--- src/rtl/pll_lock_ctrl_if.sv ---
// Control/status bundle between the PLL lock sequencer and its environment.
// Master side owns enable/lock/delay request. Slave (the controller) owns the PLL controls and status.
interface pll_lock_ctrl_if;
    logic       enable;
    logic       lock;
    logic       delay_req;
    logic [3:0] delay_val;
    logic       pllresetb;
    logic       bypass;
    logic [3:0] dynamicdelay;
    logic       delay_ack;
    logic       clkgood;
    logic       fault;
    logic       locklost;

    modport master (
        output enable, lock, delay_req, delay_val,
        input  pllresetb, bypass, dynamicdelay, delay_ack, clkgood, fault, locklost
    );

    modport slave (
        input  enable, lock, delay_req, delay_val,
        output pllresetb, bypass, dynamicdelay, delay_ack, clkgood, fault, locklost
    );
endinterface

--- src/rtl/pll_lock_ctrl.sv ---
// PLL bring-up sequencer: reset hold, lock wait with retries, stability qualification, relock on loss/delay change.
// Latency: LOCK seen 2 cycles late via synchronizer, all outputs registered; delay requests wait (no ACK) outside IDLE/LOCKED.
module pll_lock_ctrl #(
    parameter int RESET_CYCLES       = 16,
    parameter int LOCK_TIMEOUT       = 4096,
    parameter int LOCK_STABLE_CYCLES = 64,
    parameter int MAX_RETRIES        = 3
) (
    input  logic            clk,
    input  logic            rst,
    pll_lock_ctrl_if.slave  bus
);

    localparam logic [15:0] RST_LAST = 16'(RESET_CYCLES - 1);
    localparam logic [15:0] TO_LAST  = 16'(LOCK_TIMEOUT - 1);
    localparam logic [15:0] STB_LAST = 16'(LOCK_STABLE_CYCLES - 1);
    localparam logic [2:0]  RETRY_MAX = 3'(MAX_RETRIES);

    typedef enum logic [2:0] {
        S_IDLE, S_RST_HOLD, S_WAIT_LOCK, S_STABLE, S_LOCKED, S_FAULT
    } state_t;

    state_t      state, state_nxt;
    logic [15:0] cnt, cnt_nxt;
    logic [2:0]  retry, retry_nxt;
    logic        lock_m, lock_s;
    logic [3:0]  dly_q, dly_nxt;
    logic        ack_q, ack_nxt;
    logic        lost_q, lost_nxt;
    logic        rstb_q, byp_q, good_q, fault_q;
    logic        take;

    // ACK is a single pulse even if the requester is slow to drop its request
    assign take = bus.delay_req && !ack_q;

    always_ff @(posedge clk or posedge rst) begin
        if (rst) begin
            lock_m <= 1'b0;
            lock_s <= 1'b0;
        end else begin
            lock_m <= bus.lock;
            lock_s <= lock_m;
        end
    end

    always_comb begin
        state_nxt = state;
        cnt_nxt   = cnt;
        retry_nxt = retry;
        ack_nxt   = 1'b0;
        dly_nxt   = dly_q;
        lost_nxt  = lost_q;
        if (!bus.enable) begin
            state_nxt = S_IDLE;
            cnt_nxt   = '0;
            retry_nxt = '0;
            lost_nxt  = 1'b0;
            if (state == S_IDLE && take) begin
                ack_nxt = 1'b1;
                dly_nxt = bus.delay_val;
            end
        end else begin
            case (state)
                S_IDLE: begin
                    state_nxt = S_RST_HOLD;
                    cnt_nxt   = '0;
                    retry_nxt = '0;
                    if (take) begin
                        ack_nxt = 1'b1;
                        dly_nxt = bus.delay_val;
                    end
                end
                S_RST_HOLD: begin
                    if (cnt == RST_LAST) begin
                        state_nxt = S_WAIT_LOCK;
                        cnt_nxt   = '0;
                    end else begin
                        cnt_nxt = cnt + 16'd1;
                    end
                end
                S_WAIT_LOCK: begin
                    if (lock_s) begin
                        state_nxt = S_STABLE;
                        cnt_nxt   = '0;
                    end else if (cnt == TO_LAST) begin
                        cnt_nxt = '0;
                        if (retry < RETRY_MAX) begin
                            state_nxt = S_RST_HOLD;
                            retry_nxt = retry + 3'd1;
                        end else begin
                            state_nxt = S_FAULT;
                        end
                    end else begin
                        cnt_nxt = cnt + 16'd1;
                    end
                end
                S_STABLE: begin
                    if (!lock_s) begin
                        state_nxt = S_WAIT_LOCK;
                        cnt_nxt   = '0;
                    end else if (cnt == STB_LAST) begin
                        state_nxt = S_LOCKED;
                        cnt_nxt   = '0;
                        retry_nxt = '0;
                    end else begin
                        cnt_nxt = cnt + 16'd1;
                    end
                end
                S_LOCKED: begin
                    if (!lock_s) begin
                        state_nxt = S_RST_HOLD;
                        cnt_nxt   = '0;
                        retry_nxt = '0;
                        lost_nxt  = 1'b1;
                    end else if (take) begin
                        // new delay invalidates the current lock: full relock
                        ack_nxt   = 1'b1;
                        dly_nxt   = bus.delay_val;
                        state_nxt = S_RST_HOLD;
                        cnt_nxt   = '0;
                        retry_nxt = '0;
                    end
                end
                S_FAULT: begin
                    state_nxt = S_FAULT;
                end
                default: begin
                    state_nxt = S_IDLE;
                    cnt_nxt   = '0;
                end
            endcase
        end
    end

    always_ff @(posedge clk or posedge rst) begin
        if (rst) begin
            state   <= S_IDLE;
            cnt     <= '0;
            retry   <= '0;
            dly_q   <= '0;
            ack_q   <= 1'b0;
            lost_q  <= 1'b0;
            rstb_q  <= 1'b0;
            byp_q   <= 1'b1;
            good_q  <= 1'b0;
            fault_q <= 1'b0;
        end else begin
            state   <= state_nxt;
            cnt     <= cnt_nxt;
            retry   <= retry_nxt;
            dly_q   <= dly_nxt;
            ack_q   <= ack_nxt;
            lost_q  <= lost_nxt;
            rstb_q  <= (state_nxt == S_WAIT_LOCK) || (state_nxt == S_STABLE) ||
                       (state_nxt == S_LOCKED);
            byp_q   <= (state_nxt != S_LOCKED);
            good_q  <= (state_nxt == S_LOCKED);
            fault_q <= (state_nxt == S_FAULT);
        end
    end

    assign bus.pllresetb    = rstb_q;
    assign bus.bypass       = byp_q;
    assign bus.dynamicdelay = dly_q;
    assign bus.delay_ack    = ack_q;
    assign bus.clkgood      = good_q;
    assign bus.fault        = fault_q;
    assign bus.locklost     = lost_q;

endmodule
--- src/flat_wrapper.sv ---
// flat-port wrapper written by rule: the top's interface ports become plain ports
module pll_lock_ctrl_flat 
#(
    parameter int RESET_CYCLES       = 16,
    parameter int LOCK_TIMEOUT       = 4096,
    parameter int LOCK_STABLE_CYCLES = 64,
    parameter int MAX_RETRIES        = 3
)
  (clk, rst, bus_enable, bus_lock, bus_delay_req, bus_delay_val, bus_pllresetb, bus_bypass, bus_dynamicdelay, bus_delay_ack, bus_clkgood, bus_fault, bus_locklost);
  pll_lock_ctrl_if bus_i ();
  input  logic clk;
  input  logic rst;
  input wire logic [$bits(bus_i.enable)-1:0] bus_enable;
  input wire logic [$bits(bus_i.lock)-1:0] bus_lock;
  input wire logic [$bits(bus_i.delay_req)-1:0] bus_delay_req;
  input wire logic [$bits(bus_i.delay_val)-1:0] bus_delay_val;
  output wire logic [$bits(bus_i.pllresetb)-1:0] bus_pllresetb;
  output wire logic [$bits(bus_i.bypass)-1:0] bus_bypass;
  output wire logic [$bits(bus_i.dynamicdelay)-1:0] bus_dynamicdelay;
  output wire logic [$bits(bus_i.delay_ack)-1:0] bus_delay_ack;
  output wire logic [$bits(bus_i.clkgood)-1:0] bus_clkgood;
  output wire logic [$bits(bus_i.fault)-1:0] bus_fault;
  output wire logic [$bits(bus_i.locklost)-1:0] bus_locklost;
  assign bus_i.enable = bus_enable;
  assign bus_i.lock = bus_lock;
  assign bus_i.delay_req = bus_delay_req;
  assign bus_i.delay_val = bus_delay_val;
  assign bus_pllresetb = bus_i.pllresetb;
  assign bus_bypass = bus_i.bypass;
  assign bus_dynamicdelay = bus_i.dynamicdelay;
  assign bus_delay_ack = bus_i.delay_ack;
  assign bus_clkgood = bus_i.clkgood;
  assign bus_fault = bus_i.fault;
  assign bus_locklost = bus_i.locklost;
  pll_lock_ctrl #(.RESET_CYCLES(RESET_CYCLES), .LOCK_TIMEOUT(LOCK_TIMEOUT), .LOCK_STABLE_CYCLES(LOCK_STABLE_CYCLES), .MAX_RETRIES(MAX_RETRIES)) u_core (.clk(clk), .rst(rst), .bus(bus_i));
endmodule
--- config.mk ---
export PLATFORM = sky130hd
export DESIGN_NAME = pll_lock_ctrl_flat
export DESIGN_NICKNAME = d
export VERILOG_FILES = /design/src/rtl/pll_lock_ctrl_if.sv /design/src/rtl/pll_lock_ctrl.sv /design/src/flat_wrapper.sv
export SDC_FILE = /design/constraint.sdc
export NUM_CORES = 1
export LEC_CHECK = 0
export CORE_MARGIN = 1.5
export CORE_UTILIZATION = 55
export CTS_CLUSTER_SIZE = 8
export DETAILED_ROUTE_END_ITERATION = 12
export PLACE_DENSITY = 0.88
export SLEW_MARGIN = 15
export SYNTH_ARGS = -nofsm -noshare
export SYNTH_HDL_FRONTEND = slang
export SYNTH_SLANG_ARGS = --single-unit
--- constraint.sdc ---
create_clock -name clk -period 2.4 [get_ports clk]
set_input_delay 0.36 -clock clk [delete_from_list [all_inputs] [get_ports clk]]
set_output_delay 0.36 -clock clk [all_outputs]
set_load 0.02 [all_outputs]
# Yosys cells after proc, flatten, opt, wreduce, memory -nomap -nowiden
# Index checks and enable logic that the tools add are counted.
# op_classes
mux,41
n_reduce_logical,11
order_cmp,1
n_addsub,2
eq_ne,25
# op_table
operator,count
$mux W16,8
$pmux W16 S5,1
$mux W3,17
$pmux W3 S6,1
$add A16 B1 Y16 const B,1
$eq A16 B12 Y1 const B,1
$eq A16 B4 Y1 const B,1
$eq A16 B6 Y1 const B,1
$mux W4,4
$ne A3 B2 Y1 const B,5
$eq A3 B2 Y1 const B,4
$eq A3 B3 Y1 const B,4
$pmux W3 S4,1
$pmux W4 S2,1
$mux W1,7
$reduce_and A7 Y1,1
$ne A3 B3 Y1 const B,2
$ne A5 B1 Y1 const B,1
$ne A2 B2 Y1 const B,2
$ne A4 B4 Y1 const B,1
$reduce_and A2 Y1,2
$add A3 B1 Y3 const B,1
$eq A3 B1 Y1 const B,1
$logic_not A3 Y1,1
other kinds (9),11
# totals
input_bits,9
out_inout_bits,10
reg_bits,34

# Longest topological paths before layout
# Gate-level depths: netlist of run 1.
# logic_depth
word_depth,9
depth_mapped,8

# Least setup slack after synthesis of run 1
# OpenSTA, ideal clock, no wires.
# synth_timing
kind,register to register
from,reg u_core.cnt[0]
to,reg u_core.cnt[4]
path_stages_with_launch,9
arrival_time_ns,1.737
slack_ns,0.582
path_buffers,2
required_ns,2.320
path_cell_list,dfrtp_1 -> ha_1 -> and3_1 -> buf_2 -> and4_1 -> nor4_4 -> buf_4 -> o21ai_1 -> o211ai_2
# synth_between
elab_chain_len,5
word_cells_on_any_way,11
# synth_lines
item,line,source
"start, declared",pll_lock_ctrl.sv:24,"logic [15:0] cnt, cnt_nxt;"
"start signal, assigned",pll_lock_ctrl.sv:149,cnt <= cnt_nxt;
"$add A16 B1 Y16, or another cell as far along","pll_lock_ctrl.sv:78, pll_lock_ctrl.sv:94, pll_lock_ctrl.sv:106",
$mux W16 (on tied branches),"pll_lock_ctrl.sv:101, pll_lock_ctrl.sv:85",
$mux W16 (on tied branches),"pll_lock_ctrl.sv:98, pll_lock_ctrl.sv:82",
$pmux W16 S5 *,pll_lock_ctrl.sv:63,case (state)
$mux W16 *,pll_lock_ctrl.sv:53,if (!bus.enable) begin
# Mark *: on every way between the ends. The rest lies on a longest branch, timed or not.
# A chain may end at the register's enable or synchronous reset.

# Worst setup path after layout of run 1
# layout_timing
from,reg u_core.state[0]
to,"reg u_core.byp_q, in the netlist u_core.bus.bypass"
# layout_between
elab_chain_len,5
word_cells_on_any_way,16
# layout_lines
item,line,source
"start, declared",pll_lock_ctrl.sv:23,"state_t state, state_nxt;"
"start signal, assigned",pll_lock_ctrl.sv:148,state <= state_nxt;
$mux W3 (on tied branches),"pll_lock_ctrl.sv:115, pll_lock_ctrl.sv:85, pll_lock_ctrl.sv:101",
$mux W3 (on tied branches),"pll_lock_ctrl.sv:110, pll_lock_ctrl.sv:82, pll_lock_ctrl.sv:98",
$pmux W3 S6 *,pll_lock_ctrl.sv:63,
$mux W3 *,pll_lock_ctrl.sv:53,
$ne A3 B3 Y1 *,pll_lock_ctrl.sv:156,byp_q <= (state_nxt != S_LOCKED);
"end signal, assigned",pll_lock_ctrl.sv:156,
"end, declared",pll_lock_ctrl.sv:30,"logic rstb_q, byp_q, good_q, fault_q;"
# Marks and branches as above.

==> flow_summary.toml, run 1 <==
[run_status]
status = "finished clean"

[critical_path]
worst_ep_arrival_time_ps = 2430
startpoint = "u_core.state[0]"
path_class = "flop to flop"
critPathCaptureType = "flop"
start_kind = "flop"
worstPathRequired_ps = 2670
crit_fanout = 19
r2r-start = "u_core.state[0]"

[yosys]
syn_nets = 220
postSynthCellCount = 209
yosysWarnings = 0
synth_area_um2 = 2020
ys_types = 54
synth_flop_cell = "dfrtp_1"
ys_ff_latch = 34
synth_top_area_cell = "dfrtp_1"
synth-edff-count = 0
synth_seq_area_share = 0.422
synth.most_common_cell = "dfrtp_1"
async_flop_share = 1.00
yosysTopAreaCellShare = 0.409
synth_commonest_cells = "dfrtp_1 (33), nand2_1 (25), o21ai_0 (16)"
avgSynthCellArea_um2 = 9.66
yosys-top-cells-area = "dfrtp_1 (41%), nand2_1 (4.6%), o21ai_0 (4.0%)"

[layout]
num_antenna_cells = 0
drive_gt1_frac = 0.180
area_growth_pct = 14.6
nets = 243

[power_and_ir_drop]
finalPower_mw = 1.16
peakVddDrop_v = 0.000478
leakagePower_nw = 0.933
power_density_nw_per_um2 = 500

[placed_design]
dpl.hpwl_mm = 2.95
portBuffers = 18
globalplace.congestion = 0.930
dp_slack_ps = 137

[grt]
grt_overflow = 0
grt_max_degree = 35
grt_antenna_before_repair = 0
grt_usage = 0.224
grt_pass1_vias = 1528
grt_pass1_wl_mm = 7.02

[sta]
fin_tns_setup_ps = 0
fin_ws_ps = 237
worstMarginPinSlew_ps = 718
fin_crit_ps = 2160
hold_viol = 0
fmax_mhz = 462
period_share = 0.901
slew_viol_final = 0
maxSlewHeadroom = 0.521
setup_violations = 0
rsz0062_at_grt = "no"
finalClockSkew_ps = 13.0
hold_slack_ps = 358

[routing]
drtAntennaViolNets = 0
viasPerCell = 5.85
wl_mm = 4.10
route.detailed.drc = 0
vias = 1632
drt_iter0_markers = 111
post_drt_wl_per_cell_um = 14.7
drt-pass1-iter-count = 4

[clock_tree]
cts.sinks = 34
clockBufferDepth = 2
cts_setup_buffers = 0
cts_max_level = 2
holdBufCountCts = 0
clk_latency_ps = 350
cts-resized-gates = 0
cts_tree = "yes"
cts_root_buffer = "clkbuf_4"
path_clk_slew_ps = 110
cts_buffers = 5

[floorplan]
die_x_um = 63.6
start_util = 0.591
row_count = 21
pin_count = 19
core_um2 = 3420
die_h_um = 63.6
dieArea_um2 = 4040

[flow_run]
cap_violations = 0

[worst_hold_path]
hold_class = "flop to flop"
hold_start = "u_core.lock_m"
[flip-flops by register name, summed over array words and instances (netlist names)]
signal / flops
u_core.bus.bypass: 1
u_core.bus.clkgood: 1
u_core.bus.delay_ack: 1
u_core.bus.dynamicdelay: 4
u_core.bus.fault: 1
u_core.bus.locklost: 1
u_core.bus.pllresetb: 1
u_core.cnt: 16
u_core.lock_m: 1
u_core.lock_s: 1
u_core.retry: 3
u_core.state: 3
[worst max-delay path: stages (launching register included)]
cell       delay (ps)
dfrtp_1           640
or3b_1            200
o2111ai_2         170
nor2_2            600
nor3_1            210
or2_1             260
[through the flow]
| step | utilization | instances | instance area (µm²) |
|---|---|---|---|
| after floorplan | - | 209 | 2020 |
| after global placement | 0.654 | 271 | 2230 |
| after detailed placement | 0.654 | 271 | 2230 |
| after CTS | 0.677 | 279 | 2310 |
| after global routing | 0.677 | 279 | 2310 |
| final | 0.677 | 279 | 2310 |
[worst paths after layout]
| kind | end | slack [ps] | cells after the start |
|---|---|---|---|
| max | u_core.bus.bypass | 240 | 5 |
| min | u_core.lock_s | 360 | 0 |
| max reg2reg | u_core.bus.bypass | 240 | 5 |
| min reg2reg | u_core.lock_s | 360 | 0 |
| max in group asynchronous | u_core.bus.bypass | 1660 | 3 |
| min in group asynchronous | u_core.state[0] | 400 | 3 |
[layer usage]
layer	track usage	up-vias	wire, µm
met5	0	-	0
met4	0.101	0	57
met3	0.0375	8	188
met2	0.343	42	1910
met1	0.311	770	1950
li1	-	812	-
[cells by family (layout without fill, tap and decap cells)]
family / count (synthesis) / after routing / share of synthesized area
xor+xnor: 3 / 3 / 0.0130
flops: 34 / 34 / 0.422
compound gates: 49 / 49 / 0.175
buf+inv: 18 / 42 / 0.0595
fa+ha+maj: 2 / 2 / 0.0124
simple gates: 99 / 99 / 0.295
mux: 4 / 4 / 0.0223
[cell usage in the layout, fill, tap and decap left out, types with 2 or more instances in the layout]
cell             instances
clkdlybuf4s50_1         18
or2_2                    2
o21ai_1                  2
nand2b_1                 3
nand3_1                 10
and4_1                   4
nand2_1                 25
nand4_1                  6
nor2_1                  13
o211ai_1                 8
buf_4                   10
o22ai_1                  4
or3_1                    3
nor4_1                   3
inv_1                    6
nor4_4                   2
mux2_2                   4
dfrtp_1                 33
a21oi_1                  4
nand4b_1                 2
nor3_2                   2
ha_1                     2
nor3_1                   7
o21ai_0                 16
nor2_2                   2
xnor2_1                  2
clkbuf_4                 5
nor2b_1                  2
clkbuf_8                 3
o21bai_1                 2
o211ai_2                 2
and3_1                   3
[layout make-up]
type,instances,area [µm²]
fillers,269,1100
multi-input cells,157,1050
flip-flops and latches,34,852
repair buffers,28,255
clock buffers,8,78.8
well taps,46,57.6
inverters,6,22.5
[where the power goes]
group,internal [mW],switching (mW),leakage [nW]
registers,0.600,0.0274,0.453
clock network,0.200,0.194,0.0446
logic,0.0682,0.0672,0.435
total,0.868,0.288,0.933
Power figures use the tool's default switching activity.
==> inputs of run 2 (changes only) <==
--- a/config.mk
+++ b/config.mk
@@ -6,11 +6,11 @@
 export NUM_CORES = 1
 export LEC_CHECK = 0
 export CORE_MARGIN = 1.5
-export CORE_UTILIZATION = 55
+export CORE_UTILIZATION = 47
 export CTS_CLUSTER_SIZE = 8
 export DETAILED_ROUTE_END_ITERATION = 12
-export PLACE_DENSITY = 0.88
-export SLEW_MARGIN = 15
+export PLACE_DENSITY = 0.81
+export SLEW_MARGIN = 20
 export SYNTH_ARGS = -nofsm -noshare
 export SYNTH_HDL_FRONTEND = slang
 export SYNTH_SLANG_ARGS = --single-unit
==> constraint.sdc (replaced) <==
create_clock -name clk -period 1.9 [get_ports clk]
set_input_delay 0.285 -clock clk [delete_from_list [all_inputs] [get_ports clk]]
set_output_delay 0.285 -clock clk [all_outputs]
set_load 0.02 [all_outputs]
==> flow_summary.toml, run 2 (synthesis gave the netlist of run 1 again) <==
[sta]
fmax_mhz = 506
worstMarginPinSlew_ps = 453
setup_violations = 12
hold_viol = 0
hold_slack_ps = 353
period_share = 1.04
rsz0062_at_grt = "yes"
maxSlewHeadroom = 0.698
fin_tns_setup_ps = -454
finalClockSkew_ps = 7.74
fin_crit_ps = 1980
slew_viol_final = 0
fin_ws_ps = -77.4

[routing]
drtAntennaViolNets = 0
post_drt_wl_per_cell_um = 16.9
viasPerCell = 5.99
route.detailed.drc = 0
vias = 1978
wl_mm = 5.57
drt-pass1-iter-count = 5
drt_iter0_markers = 146

[grt]
grt_pass1_vias = 1760
grt_pass1_wl_mm = 8.38
grt_antenna_before_repair = 0
met1_usage = 0.320
grt_max_degree = 35
grt.met2_usage = 0.391
grt_overflow = 0
use_met3 = 0.0617
top_usage_layer = "met2"
grt_usage = 0.247

[clock_tree]
cts.sinks = 34
cts_root_buffer = "clkbuf_8"
clockBufferDepth = 2
path_clk_slew_ps = 80
cts_tree = "yes"
holdBufCountCts = 0
cts_max_level = 2
clk_latency_ps = 310
cts_buffers = 5

[floorplan]
die_h_um = 68.5
die_x_um = 68.5
start_util = 0.497
pin_count = 19
row_count = 23
dieArea_um2 = 4700
core_um2 = 4060

[power_and_ir_drop]
peakVddDrop_v = 0.000478
p_comb_frac = 0.155
pwr-share-clk = 0.364
pwr-share-seq = 0.481
swShare = 0.273
p_switching_uw = 443
leakagePower_nw = 1.21
p_int_mw = 1.18
finalPower_mw = 1.62
power_density_nw_per_um2 = 578

[critical_path]
critPathCaptureType = "flop"
reg2reg_setup_slack_ps = -80
path_class = "flop to flop"
r2r-start = "u_core.cnt[12]"
start_kind = "flop"
reg2reg_depth = 7
crit_family = "simple AND/OR/NAND/NOR gates"
crit_buf_inv = 2
worst_ep_arrival_time_ps = 2160
slowest_stage = "dfrtp_1"
slowest_delay_ps = 420
cp_cell_sequence = "nor4_4, buf_4, and4_4, a31oi_4, buf_6, nor3_4, o21ai_1"
crit_fanout = 6
crit_cells = 7
startpoint = "u_core.cnt[12]"
r2r_end = "u_core.cnt[7]"
worstPathRequired_ps = 2080

[placed_design]
dpl.hpwl_mm = 3.59
globalplace.congestion = 0.883
portBuffers = 18
dp_cells = 315
dpl_cell_area_um2 = 2540

[layout]
drive_gt1_frac = 0.364
nets = 290
regMostFlops = "u_core.cnt"
area_growth_pct = 39.0
largest_reg_flops = 16
num_antenna_cells = 0
fin_area_um2 = 2810
mostFrequentLayoutCells = "buf_4 (56), dfrtp_1 (32), nand2_1 (25)"
fillers = 285
final_cells = 330
final_common_cell = "buf_4"

[worst_hold_path]
min_to = "u_core.lock_s"
hold_class = "flop to flop"
hold_start = "u_core.lock_m"
whs_path_depth = 0

[run_status]
status = "complete, but fails checks"
violations = "negative setup slack"

[flow_run]
cap_violations = 0
## run 2: cell types whose count changed in the layout (fill, tap and decap cells not counted), sizes merged
| cell | before | now |
|---|---|---|
| clkinvlp | 0 | 1 |
| clkbuf | 8 | 6 |
| buf | 10 | 57 |
| clkinv | 0 | 1 |
## run 2: repair_timing
| item | CTS | global route |
|---|---|---|
| pin swaps | 10 | 17 |
| gates resized for setup | 13 | 15 |
| buffers inserted | 8 | 3 |
| hold endpoints to repair | 0 | 0 |
| setup endpoints to repair | 18 | 25 |
## run 2: worst max-delay path by stage
stage,endpoint
2_1_floorplan,u_core.cnt[4]
5_1_grt,u_core.cnt[7]
3_3_place_gp,u_core.cnt[3]
4_1_cts,u_core.cnt[13]
6_report,u_core.cnt[7]
3_5_place_dp,u_core.cnt[3]
## run 2: cell type report
cell class / count / area, µm² / area share
clock inverter: 2 / 12.5 / 0.00446
tap: 50 / 62.6 / 0.0223
sequential: 34 / 853 / 0.304
clock buffer: 6 / 82.6 / 0.0294
timing repair buffer: 75 / 612 / 0.218
multi-input combinational: 157 / 1160 / 0.413
inverter: 6 / 22.5 / 0.00803
## run 2: metal layers
layer / part of all wire / wire [µm]
met4: 0.024 / 136
met5: 0 / 0
met1: 0.42 / 2330
met3: 0.062 / 344
met2: 0.50 / 2760
## run 2: through the flow
| step | utilization | worst slack, ps |
|---|---|---|
| 2_1_floorplan | - | 82.4 |
| 3_3_place_gp | 0.626 | -166 |
| 3_5_place_dp | 0.626 | -273 |
| 4_1_cts | 0.669 | -25.8 |
| 5_1_grt | 0.691 | -132 |
| 6_report | 0.691 | -77.4 |
## run 2: power groups by stage
stage / Clock (mW) / Combinational (mW) / Sequential (mW)
finish: 0.590 / 0.251 / 0.781
CTS: 0.584 / 0.235 / 0.780
global placement: 0 / 0.226 / 0.791
floorplan: 0 / 0.0930 / 0.815
detailed placement: 0 / 0.231 / 0.794
global route: 0.616 / 0.274 / 0.784
